--- config.mk ---
export PLATFORM = sky130hd
export DESIGN_NAME = ula_result_stage
export DESIGN_NICKNAME = d
export VERILOG_FILES = /design/src/rtl/ula_result_stage.sv
export SDC_FILE = /design/constraint.sdc
export NUM_CORES = 1
export LEC_CHECK = 0
export ABC_AREA = 1
export CAP_MARGIN = 20
export CORE_MARGIN = 1.5
export CORE_UTILIZATION = 32
export DETAILED_ROUTE_END_ITERATION = 7
export SYNTH_ARGS = -nofsm -noshare
export SYNTH_HDL_FRONTEND = slang
export SYNTH_SLANG_ARGS = --single-unit
--- constraint.sdc ---
create_clock -name CLK -period 2.45 [get_ports CLK]
set_input_delay 0.735 -clock CLK [delete_from_list [all_inputs] [get_ports CLK]]
set_output_delay 0.735 -clock CLK [all_outputs]
set_load 0.01 [all_outputs]
--- src/rtl/ula_result_stage.sv ---
// Execute/writeback register behind the 16-bit ALU: holds the writeback, the architectural
// flags, the BEZ branch resolution and the illegal-opcode accounting.
module ula_result_stage #(
    parameter int DATA_W = 16,
    parameter int ADDR_W = 3,
    parameter int CNT_W  = 8
) (
    input  logic              CLK,
    input  logic              RST,
    input  logic              in_valid,
    output logic              in_ready,
    input  logic [3:0]        CodeULA,
    input  logic [DATA_W-1:0] Res,
    input  logic [2:0]        FlagReg,
    input  logic [ADDR_W-1:0] rd_addr,
    input  logic              flag_clr,
    output logic              wb_valid,
    input  logic              wb_ready,
    output logic [DATA_W-1:0] wb_data,
    output logic [ADDR_W-1:0] wb_addr,
    output logic              z_flag,
    output logic              n_flag,
    output logic              v_flag,
    output logic              v_sticky,
    output logic              br_taken,
    output logic [DATA_W-1:0] br_target,
    output logic [CNT_W-1:0]  illegal_cnt,
    output logic              err
);

    localparam logic [3:0] OP_SUB = 4'b0001;
    localparam logic [3:0] OP_XOR = 4'b0101;
    localparam logic [3:0] OP_BEZ = 4'b0110;
    localparam logic [CNT_W-1:0] CNT_MAX = {CNT_W{1'b1}};

    logic accept;
    logic is_write;
    logic is_arith;
    logic is_bez;
    logic do_write;
    logic do_bez;
    logic do_illegal;
    logic v_set;

    assign in_ready = ~wb_valid | wb_ready;
    assign accept   = in_valid & in_ready;

    assign is_write = (CodeULA <= OP_XOR);
    assign is_arith = (CodeULA <= OP_SUB);
    assign is_bez   = (CodeULA == OP_BEZ);

    // Every register enable is qualified by accept so garbage on the ALU bus is never captured.
    assign do_write   = accept & is_write;
    assign do_bez     = accept & is_bez;
    assign do_illegal = accept & ~is_write & ~is_bez;
    assign v_set      = do_write & is_arith & FlagReg[0];

    always_ff @(posedge CLK or posedge RST) begin
        if (RST) begin
            wb_valid <= 1'b0;
            wb_data  <= '0;
            wb_addr  <= '0;
        end else if (do_write) begin
            wb_valid <= 1'b1;
            wb_data  <= Res;
            wb_addr  <= rd_addr;
        end else if (wb_ready) begin
            wb_valid <= 1'b0;
        end
    end

    always_ff @(posedge CLK or posedge RST) begin
        if (RST) begin
            z_flag <= 1'b0;
            n_flag <= 1'b0;
            v_flag <= 1'b0;
        end else if (do_write) begin
            z_flag <= FlagReg[2];
            n_flag <= FlagReg[1];
            v_flag <= is_arith & FlagReg[0];
        end
    end

    // A new overflow in the same cycle as a clear request must not be lost.
    always_ff @(posedge CLK or posedge RST) begin
        if (RST) begin
            v_sticky <= 1'b0;
        end else if (v_set) begin
            v_sticky <= 1'b1;
        end else if (flag_clr) begin
            v_sticky <= 1'b0;
        end
    end

    always_ff @(posedge CLK or posedge RST) begin
        if (RST) begin
            br_taken  <= 1'b0;
            br_target <= '0;
        end else begin
            br_taken <= do_bez & FlagReg[2];
            if (do_bez) begin
                br_target <= Res;
            end
        end
    end

    always_ff @(posedge CLK or posedge RST) begin
        if (RST) begin
            illegal_cnt <= '0;
            err         <= 1'b0;
        end else if (do_illegal) begin
            err <= 1'b1;
            if (illegal_cnt != CNT_MAX) begin
                illegal_cnt <= illegal_cnt + 1'b1;
            end
        end
    end

endmodule

# Word level (Yosys, flattened, before mapping)

Index checks and enable logic that the tools add are counted.

Add/sub/neg operators: 1
Eq/ne operators: 2
Reductions and logical operators: 3
Bitwise operators: 13
Muxes and demuxes: 4
Magnitude comparators: 2

Operators with widths:

| cell                | count |
|---|---|
| $and 1x1->1         | 9 |
| $add 8x1->8 const B | 1 |
| $ne 8x8->1 const B  | 1 |
| $eq 4x3->1 const B  | 1 |
| $le 4x1->1 const B  | 1 |
| $le 4x3->1 const B  | 1 |
| $mux 1              | 4 |
| $reduce_bool 2->1   | 2 |
| $not 1->1           | 3 |
| $reduce_and 2->1    | 1 |
| $or 1x1->1          | 1 |

Bits of input ports: 31
Register bits: 50
Output and inout port bits: 51

# Longest topological paths before layout

Gate-level depths: netlist of run 1.

Word-level depth: 7
Mapped depth: 8
Mapped depth without buffers: 8

# Worst setup path before layout of run 1

OpenSTA, ideal clock, no wires.

Path type: input to output
Start point: input wb_ready
End point: output in_ready
Path buffers: 0
Data arrival time: 0.926 ns
Stages: 2
Slack: 0.789 ns
Cells stage by stage: inv_1 > nand2_1

Longest elaborated chain between the ends: 1

RTL lines:

| item        | RTL line | source |
|---|---|---|
| from (decl) | 18       | `input logic wb_ready,` |
| $or 1x1->1  | 45       | `assign in_ready = ~wb_valid \| wb_ready;` |
| to (decl)   | 11       | `output logic in_ready,` |

Every way passes these cells.

# Worst setup path after layout of run 1

Ends and elaborated chain as after synthesis.

==> results of run 1 <==
-- metal layers --
layer	vias up	track usage, %	part of all wire (%)
li1	895	-	-
met1	796	17.8	46
met2	56	23.3	47
met3	5	3.66	6.0
met4	0	3.08	0.94
met5	-	0	0
-- per-stage QoR --
stage               hold WS (ns)  instance area (um2)  setup WS [ns]
floorplan                  0.501                 2180          0.514
global placement           0.463                 3090         -0.112
detailed placement         0.465                 3090         -0.110
CTS                        0.487                 3180          0.153
global route               0.513                 3180         0.0914
finish                     0.480                 3180          0.161
-- worst max-delay path, stage by stage --
cell,delay [ns]
clkdlybuf4s50_1,0.45
inv_1,0.04
nand2_1,0.06
dlygate4sd2_1,0.27
-- cell families after synthesis --
family                   after synthesis  synth area share [%]
buffers and inverters                 36                  7.75
AO/OA/AOI/OAI                         38                  12.2
AND/OR/NAND/NOR                      110                  20.8
adder cells (fa/ha/maj)                1                 0.574
flip-flops                            50                  57.4
XOR/XNOR                               3                  1.21
-- Yosys cell counts, drive strengths merged --
| cell type | n | share of area, % |
|---|---|---|
| inv | 29 | 5.0 |
| nand3 | 3 | 0.92 |
| a21oi | 1 | 0.23 |
| dfrtp | 50 | 57 |
| a21boi | 1 | 0.86 |
| xor2 | 2 | 0.80 |
| o21bai | 1 | 0.34 |
| nand3b | 2 | 1.3 |
| ha | 1 | 0.57 |
| buf | 7 | 2.8 |
| o21ai | 35 | 11 |
| nand2 | 94 | 16 |
| xnor2 | 1 | 0.40 |
| nor2 | 11 | 2.4 |
-- final cells by class --
cell class,instances,area share (%)
Clock buffer,7,2.71
Clock inverter,1,0.157
Inverter,29,3.42
Multi-Input combinational cell,152,23.9
Sequential cell,50,39.3
Tap cell,77,3.03
Timing Repair Buffer,85,27.5
-- flip-flops by register name (all words and copies together), names as in the netlist --
signal	cells
v_flag	1
br_taken	1
v_sticky	1
z_flag	1
wb_addr	3
wb_data	16
illegal_cnt	8
err	1
wb_valid	1
n_flag	1
br_target	16
-- power by group --
part / internal [uW] / switching, uW
clock: 228 / 256
combinational: 413 / 301
sequential: 976 / 110
total: 1620 / 668
-- path summary, 6_finish.rpt --
| check | startpoint | end | cells after the start | slack (ns) |
|---|---|---|---|---|
| worst max-delay path | wb_ready | in_ready | 4 | 0.16 |
| worst min-delay path | wb_addr[0] | wb_addr[0] | 2 | 0.48 |
| worst max register to register | illegal_cnt[0] | illegal_cnt[1] | 8 | 1.09 |
| worst min register to register | wb_addr[0] | wb_addr[0] | 2 | 0.48 |
| max in group asynchronous | RST | wb_data[0] | 3 | 1.43 |
| min in group asynchronous | RST | br_target[15] | 3 | 0.79 |
-- timing repair --
item | 4_1_cts | 5_1_grt
setup endpoints to repair | 1 | 0
hold buffers | 0 | 0
gates resized for setup | 1 | 0
==> impl_results.md, run 1 <==
* Status: finished with violations
* Failing checks: design-rule violations
* Mapped Avg Cell Area at 9.16 um2
* DR DRC count at 6
* Starting Density at 33.7%
* FF+latch area at 1250 um2
* Post-synth cell types at 22
* Final setup fails at 0
* DRT Wirelength at 4590 um
* Post-Syn Area at roughly 2200 um2
* Largest net degree at the start of global routing at between 50 and 60
* Initial antenna violation count at 0
* Most frequent cells in the layout: nand2_1 (93), clkdlybuf4s50_1 (80), dfrtp_1 (50)
* Initial detailed-routing violation count at 72
* Vias at 1752
* HPWL Detailed at 3260 um
* Final period demand of the worst path at 2.29 ns
* Clk root buf: clkbuf_8
* Drt first pass iters at 6
* Maximum capacitance violations at 0
* Total GRT Usage at 13.8%
* Core Box Area at 6460 um2
* Skew final at 0.00216 ns
* Power density over the cells at 717 nW/um2
* Slew @ Worst Pin at 0.270 ns
* Setup TNS at 0 ns
* Largest buffer count on any clock path at 2
* Hold Fails Final Rpt at 0
* Leak pwr at 0.00156 uW
* Most common cell after layout, fill and taps aside: nand2_1
* Power, Total at 2280 uW
* Fmax at ~440 MHz
* First-pass GRT wire length at 8130 um
* Layout area overhead at 46.1%
* N_diodes at 0
* Chip height at 85.5 um
* Finished Layout Cells at 401
* Type of the worst setup path: in -> out
* CTS H-tree lvls at 2
* CP Capture Type: output pin
* Filler cell count at 625
* Worst vdd ir at 299 uV
* Total grt overflow at 0
* GPL Wtd Cong at 0.742
* Fraction of layout cells with a size suffix above 1 at 10.5%
* Die W at 85.5 um
* Slew Limit Fails at 0
* Vias per inst at 4.37
* Slew HR at 82.0%
* CP Max Fanout at 2
* Syn nets at between 200 and 300
* RSZ-0062 raised after global routing: no
* CTS buffer count at 5
* Post-route ant nets at 0
* Core Util, Final at 49.3%
* Warning count from the yosys run at 0
* Post-Place Cells at approximately 390
* Clock Sink Count at 50
* Final Cycle Share at between 90% and 100%
* Mapped Cells at 238
* WL/cell at 11.4 um
* Clk_lat worst skew at 0.29 ns
* Clk pin slew, worst setup/hold paths at approximately 0.08 ns
* Vias in the first global route at 1815
* Die Area at around 7300 um2
* CP arrival at between 1.5 and 2 ns
* IO Port Bufs at 81
* Hold crit path type: reg -> reg
* TritonCTS clock tree: done
* Post-synthesis sequential area ratio at 57.4%
* Final #Nets at 355
* I/O Pins at 82
* Num rows at 29
* Area of the multi-input gates at about 760 um2
* Post CTS Setup Buffer Count at 0
* Worst EP required at 1.71 ns
* Type of origin of the critical path: input pin
* #FFs+latches synth at 50
(Power assumes the default switching activity.)
==> run 2, diff against run 1 <==
--- a/config.mk
+++ b/config.mk
@@ -5,7 +5,6 @@
 export SDC_FILE = /design/constraint.sdc
 export NUM_CORES = 1
 export LEC_CHECK = 0
-export ABC_AREA = 1
 export CAP_MARGIN = 20
 export CORE_MARGIN = 1.5
 export CORE_UTILIZATION = 32
==> constraint.sdc (replaced) <==
create_clock -name CLK -period 2.45 [get_ports CLK]
set_input_delay 0.49 -clock CLK [delete_from_list [all_inputs] [get_ports CLK]]
set_output_delay 0.49 -clock CLK [all_outputs]
set_load 0.01 [all_outputs]
==> impl_results.md, run 2 <==
* Worst EP required at 1.96 ns (was 1.71 ns)
* Total GRT Usage at 14.9% (was 13.8%)
* Die Area at 6640 um2 (was 7320 um2)
* Post-Syn Area at 1970 um2 (was 2180 um2)
* Vias per inst at 4.72 (was 4.37)
* Post-synthesis sequential area ratio at 63.5% (was 57.4%)
* Worst reg-to-reg setup slack at 0.73 ns (was 1.09 ns)
* Starting Density at 33.3% (was 33.7%)
* XOR/XNOR share of the synthesized area at 1.78% (was 1.21%)
* Leak pwr at 0.00127 uW (was 0.00156 uW)
* Mux cell area share after synthesis at 22.3% (was 0%)
* Vias in the first global route at 1440 (was 1815)
* Fraction of layout cells with a size suffix above 1 at 25.4% (was 10.5%)
* Initial detailed-routing violation count at 19 (was 72)
* Net Sw Power at 717 uW (was 668 uW)
* Critical-path cell list: clkdlybuf4s50_1 -> nand2b_4 -> clkdlybuf4s50_1 (was clkdlybuf4s50_1 -> inv_1 -> nand2_1 -> dlygate4sd2_1)
* N_diodes at 0 (unchanged)
* Main combinational cell family by area after synthesis: multiplexers (was simple AND/OR/NAND/NOR gates)
* Slew HR at 67.2% (was 82.0%)
* Hold crit path type: reg -> reg (unchanged)
* CP max stage cell: clkdlybuf4s50_1 (unchanged)
* Num rows at 28 (was 29)
* Setup TNS at 0 ns (unchanged)
* Final Cycle Share at 86.1% (was 93.4%)
* Dominant cell type by area after synthesis: dfrtp_1 (unchanged)
* Clk root buf: clkbuf_8 (unchanged)
* CTS H-tree lvls at 2 (unchanged)
* CTS buffer count at 5 (unchanged)
* Most frequent cell after synthesis: dfrtp_1 (was nand2_1)
* Synth Area in Compound Gates at 2.41% (was 12.2%)
* CP Capture Type: output pin (unchanged)
* Largest buffer count on any clock path at 2 (unchanged)
* DRT Wirelength at 4630 um (was 4590 um)
* Int Power at 1800 uW (was 1620 uW)
* Fmax at 474 MHz (was 437 MHz)
* Mapped Cells at 132 (was 238)
* Post-Place Cells at 291 (was 393)
* Synth Area in Adders at 0.635% (was 0.574%)
* Power density over the cells at 839 nW/um2 (was 717 nW/um2)
* Hold Worst Slack at 0.492 ns (was 0.480 ns)
* Die W at 81.5 um (was 85.5 um)
* Post-synth cell types at 25 (was 22)
* Most frequent cells in the layout: clkdlybuf4s50_1 (81), dfrtp_1 (50), mux2_2 (39) (was nand2_1 (93), clkdlybuf4s50_1 (80), dfrtp_1 (50))
* Hold path start: err (was wb_addr[0])
* Type of the worst setup path: in -> out (unchanged)
* Clock Sink Count at 50 (unchanged)
* Type of origin of the critical path: input pin (unchanged)
* Mapped Avg Cell Area at 14.9 um2 (was 9.16 um2)
* Core Box Area at 5920 um2 (was 6460 um2)
* Clock power frac at 19.2% (was 21.2%)
* Hold EP: err (was wb_addr[0])
* Final setup fails at 0 (unchanged)
* Total grt overflow at 0 (unchanged)
* Switch share at 28.4% (was 29.2%)
* Synth top area share at 63.5% (was 57.4%)
* Post CTS Setup Buffer Count at 0 (unchanged)
* Filler cell count at 511 (was 625)
* Initial antenna violation count at 0 (unchanged)
* Clk_lat worst skew at 0.30 ns (was 0.29 ns)
* Simple logic cell fraction of the synthesized area at 7.61% (was 20.8%)
* IO Port Bufs at 81 (unchanged)
* Post-route ant nets at 0 (unchanged)
* Most frequent CP cell: clkdlybuf4s50_1
* #FFs+latches synth at 50 (unchanged)
* Syn nets at 164 (was 270)
* DR DRC count at 0 (was 6)
* Worst path max stage delay at 0.54 ns (was 0.45 ns)
* Chip height at 81.5 um (was 85.5 um)
* Top Registers: br_target: 16 flops, wb_data: 16 flops, illegal_cnt: 8 flops (unchanged)
* Hold Path Depth at 1 (was 2)
* Layout area overhead at 52.3% (was 46.1%)
* FFs w/ async S/R, synth at 100% (unchanged)
* HPWL Detailed at 3610 um (was 3260 um)
* RSZ-0062 raised after global routing: no (unchanged)
* Hold buffer count at cts at 0 (unchanged)
* Synth top cells by count: dfrtp_1 (50), mux2_2 (39), nand2_1 (5), nand3_1 (5) (was nand2_1 (93), dfrtp_1 (50), inv_1 (29))
* Status: completed (was finished with violations)
* CP arrival at 1.62 ns (was 1.55 ns)
* TritonCTS clock tree: done (unchanged)
* Slew @ Worst Pin at 0.491 ns (was 0.270 ns)
* Cell area after layout at 3000 um2 (was 3180 um2)
* # resized after CTS at 0 (was 1)
* Maximum capacitance violations at 0 (unchanged)
* Reg2Reg Depth at 6 (was 8)
* Seq pwr share at 46.7% (was 47.5%)
* Skew final at 0.00695 ns (was 0.00216 ns)
* Most common cell after layout, fill and taps aside: clkdlybuf4s50_1 (was nand2_1)
* Hold Fails Final Rpt at 0 (unchanged)
* Final period demand of the worst path at 2.11 ns (was 2.29 ns)
* Warning count from the yosys run at 0 (unchanged)
* Largest net degree at the start of global routing at 30 (was 51)
* Power, Total at 2520 uW (was 2280 uW)
* CP startpoint: wb_ready (unchanged)
* Top FF cell, synth: dfrtp_1 (unchanged)
* Synth area leaders: dfrtp_1 (63%), mux2_2 (22%), xor2_1 (1.3%) (was dfrtp_1 (57%), nand2_1 (16%), o21ai_2 (6.4%))
* CP Max Fanout at 5 (was 2)
* Placed cell areas at 2910 um2 (was 3090 um2)
* Clk pin slew, worst setup/hold paths at 0.08 ns (about the same)
* Vias at 1411 (was 1752)
* Finished Layout Cells at 299 (was 401)
* First-pass GRT wire length at 7380 um (was 8130 um)
* Reg2reg end: illegal_cnt[0] (was illegal_cnt[1])
* Number of enable flip-flop cells after synthesis at 0 (unchanged)
* Gate power share at 34.1% (was 31.3%)
* WL/cell at 15.5 um (was 11.4 um)
* Worst vdd ir at 401 uV (was 299 uV)
* GPL Wtd Cong at 0.752 (was 0.742)
* Drt first pass iters at 4 (was 6)
* I/O Pins at 82 (unchanged)
* Reg2reg start: illegal_cnt[0] (unchanged)
* Slew Limit Fails at 0 (unchanged)
* Final #Nets at 255 (was 355)
[run 2: metrics by stage]
step / util [%] / setup slack, ns
after floorplan: - / 0.643
after detailed placement: 49.2 / 0.235
final: 50.7 / 0.342
after global routing: 50.7 / 0.312
after global placement: 49.2 / 0.287
after CTS: 50.7 / 0.340
[run 2: kinds of logic after synthesis]
family	Yosys count
AND/OR/NAND/NOR	25
AO/OA/AOI/OAI	6
adder cells (fa/ha/maj)	1
buffers and inverters	7
multiplexers	39
XOR/XNOR	4
flip-flops	50
[run 2: worst max path at each step]
stage / to / slack, ns / depth (start not counted)
2_1_floorplan: br_target[0] / 0.64 / 5
3_3_place_gp: br_target[0] / 0.29 / 6
3_5_place_dp: br_target[1] / 0.23 / 6
4_1_cts: in_ready / 0.34 / 3
5_1_grt: in_ready / 0.31 / 3
6_report: in_ready / 0.34 / 3
[run 2: critical path: cells and delay by family]
| kind | cells | cell delay (ns) |
|---|---|---|
| and+or+nand+nor | 1 | 0.14 |
| buffers and inverters | 2 | 0.99 |
[run 2: layout make-up]
class / count / area, um2 / share of cell area, %
clock buffers: 7 / 86.3 / 2.87
clock inverters: 1 / 5.00 / 0.167
inverters: 4 / 15.0 / 0.500
multi-input cells: 75 / 684 / 22.8
flip-flops and latches: 50 / 1250 / 41.6
well taps: 75 / 93.8 / 3.12
repair buffers: 87 / 868 / 28.9
[run 2: power groups by stage]
stage               Combinational, uW  Clock (uW)  Sequential (uW)
finish                            860         484             1180
global route                      927         539             1210
detailed placement                871           0             1200
global placement                  856           0             1180
CTS                               874         500             1180
floorplan                         250           0             1270
[run 2: metal layers]
layer  GRT usage [%]  routed length, um  share of wire (%)  vias up
li1                -                  -                  -      657
met1            18.9               2030                 44      694
met2            24.8               2230                 48       55
met3            3.67                311                6.7        5
met4            5.17                 66                1.4        0
met5               0                  0                  0        -
==> run 3, diff against run 2 <==
--- a/config.mk
+++ b/config.mk
@@ -6,7 +6,7 @@
 export NUM_CORES = 1
 export LEC_CHECK = 0
 export CAP_MARGIN = 20
-export CORE_MARGIN = 1.5
+export CORE_ASPECT_RATIO = 0.7
 export CORE_UTILIZATION = 32
 export DETAILED_ROUTE_END_ITERATION = 7
 export SYNTH_ARGS = -nofsm -noshare
==> impl_results.md, run 3 (synthesized netlist as in run 2, its figures left out) <==
* Post CTS Setup Buffer Count at 0 (unchanged)
* IO Port Bufs at 81 (unchanged)
* Switch share at 28.1% (was 28.4%)
* DR DRC count at 0 (unchanged)
* Layout area overhead at 53.6% (was 52.3%)
* RSZ-0062 raised after global routing: no (unchanged)
* Most common cell after layout, fill and taps aside: clkdlybuf4s50_1 (unchanged)
* Maximum capacitance violations at 0 (unchanged)
* Seq pwr share at 45.5% (was 46.7%)
* Worst path max stage delay at 0.53 ns (was 0.54 ns)
* I/O Pins at 82 (unchanged)
* Clock Sink Count at 50 (unchanged)
* Type of the worst setup path: in -> out (unchanged)
* Total grt overflow at 0 (unchanged)
* Clock power frac at 20.9% (was 19.2%)
* Initial antenna violation count at 0 (unchanged)
* Top Registers: br_target: 16 flops, wb_data: 16 flops, illegal_cnt: 8 flops (unchanged)
* Final Cycle Share at 86.2% (was 86.1%)
* N_diodes at 0 (unchanged)
* Crit path max-delay family: buffers and inverters (unchanged)
* Post-route ant nets at 0 (unchanged)
* Most frequent cells in the layout: clkdlybuf4s50_1 (81), dfrtp_1 (50), mux2_2 (39) (unchanged)
* Final #Nets at 254 (was 255)
* Starting Density at 33.8% (was 33.3%)
* CP Max Fanout at 5 (unchanged)
* Skew final at 0.00532 ns (was 0.00695 ns)
* Slew HR at 60.1% (was 67.2%)
* Final setup fails at 0 (unchanged)
* Leak pwr at 0.00127 uW (about the same)
* Initial detailed-routing violation count at 40 (was 19)
* Die W at 95.8 um (was 81.5 um)
* Total GRT Usage at 15.1% (was 14.9%)
* Vias at 1382 (was 1411)
* Clk_lat worst skew at 0.30 ns (about the same)
* Vias in the first global route at 1418 (was 1440)
* Type of origin of the critical path: input pin (unchanged)
* Worst Path Buf+Inv at 2 (unchanged)
* Die Area at 6480 um2 (was 6640 um2)
* Status: completed (unchanged)
* Worst vdd ir at 349 uV (was 401 uV)
* CP max stage cell: clkdlybuf4s50_1 (unchanged)
* Cell area after layout at 3030 um2 (was 3000 um2)
* TritonCTS clock tree: done (unchanged)
* Slew @ Worst Pin at 0.598 ns (was 0.491 ns)
* Largest net degree at the start of global routing at 28 (was 30)
* CTS H-tree lvls at 2 (unchanged)
* DRT Wirelength at 4540 um (was 4630 um)
* Hold buffer count at cts at 0 (unchanged)
* Critical-path cell list: clkdlybuf4s50_1 -> nand2b_4 -> clkdlybuf4s50_1 (unchanged)
* Clk pin slew, worst setup/hold paths at 0.08 ns (about the same)
* CP Capture Type: output pin (unchanged)
* CTS buffer count at 5 (unchanged)
* Clk root buf: clkbuf_8 (unchanged)
* Int Power at 1860 uW (was 1800 uW)
* Power density over the cells at 854 nW/um2 (was 839 nW/um2)
* Most frequent CP cell: clkdlybuf4s50_1 (unchanged)
* CP arrival at 1.62 ns (about the same)
* Slew Limit Fails at 0 (unchanged)
* Gate power share at 33.6% (was 34.1%)
* Chip height at 67.7 um (was 81.5 um)
* Placed cell areas at 2920 um2 (was 2910 um2)
* WL/cell at 15.2 um (was 15.5 um)
* Hold Fails Final Rpt at 0 (unchanged)
* Fraction of layout cells with a size suffix above 1 at 25.6% (was 25.4%)
* Core Box Area at 5840 um2 (was 5920 um2)
* Worst EP required at 1.96 ns (about the same)
* Final period demand of the worst path at 2.11 ns (about the same)
* Hold crit path type: reg -> reg (unchanged)
* Hold Worst Slack at 0.501 ns (was 0.492 ns)
* Num rows at 23 (was 28)
* Largest buffer count on any clock path at 2 (unchanged)
* First-pass GRT wire length at 7220 um (was 7380 um)
* Net Sw Power at 726 uW (was 717 uW)
* GPL Wtd Cong at 0.779 (was 0.752)
* # resized after CTS at 0 (unchanged)
* Vias per inst at 4.64 (was 4.72)
* Fmax at 474 MHz (about the same)
* Drt first pass iters at 3 (was 4)
* Setup TNS at 0 ns (unchanged)
* HPWL Detailed at 3310 um (was 3610 um)
[run 3: stage by stage]
step	total power [uW]	worst slack [ns]	std cells	utilization, %
2_1_floorplan	1520	0.643	132	-
6_report	2590	0.338	298	51.8
4_1_cts	2630	0.331	298	51.8
5_1_grt	2740	0.296	298	51.8
3_3_place_gp	2040	0.266	290	49.9
3_5_place_dp	2070	0.224	290	49.9
[run 3: final timing paths]
check	startpoint	cells after the start	end	slack (ns)
max	wb_ready	3	in_ready	0.34
min	err	1	err	0.50
max reg2reg	illegal_cnt[0]	6	illegal_cnt[2]	0.65
min reg2reg	err	1	err	0.50
max in group asynchronous	RST	3	illegal_cnt[2]	1.32
min in group asynchronous	RST	2	wb_data[3]	0.58
[run 3: final cells by class]
cell class / count / area, um2
clock buffers: 8 / 110
flip-flops and latches: 50 / 1250
multi-input cells: 75 / 684
well taps: 75 / 93.8
fillers: 512 / 2810
repair buffers: 86 / 873
inverters: 4 / 15.0
[run 3: worst reg2reg max path, delay by kind of cell (launching register included)]
family / cells / cell delay, ns
compound gates: 1 / 0.19
fa+ha+maj: 1 / 0.23
flops: 1 / 0.44
simple gates: 3 / 0.69
buf+inv: 1 / 0.17
[run 3: per-layer routing]
metal | global-route usage [%] | wire length, um
met2 | 23.4 | 2090
met3 | 5.29 | 321
met5 | 0 | 0
met1 | 19.7 | 2080
met4 | 5.41 | 46
[run 3: power by group through the flow]
stage | sequential [uW] | clock (uW) | combinational [uW]
after global placement | 1180 | 0 | 862
after floorplan | 1270 | 0 | 250
after global routing | 1210 | 596 | 935
after detailed placement | 1190 | 0 | 880
final | 1180 | 540 | 869
after CTS | 1180 | 567 | 884
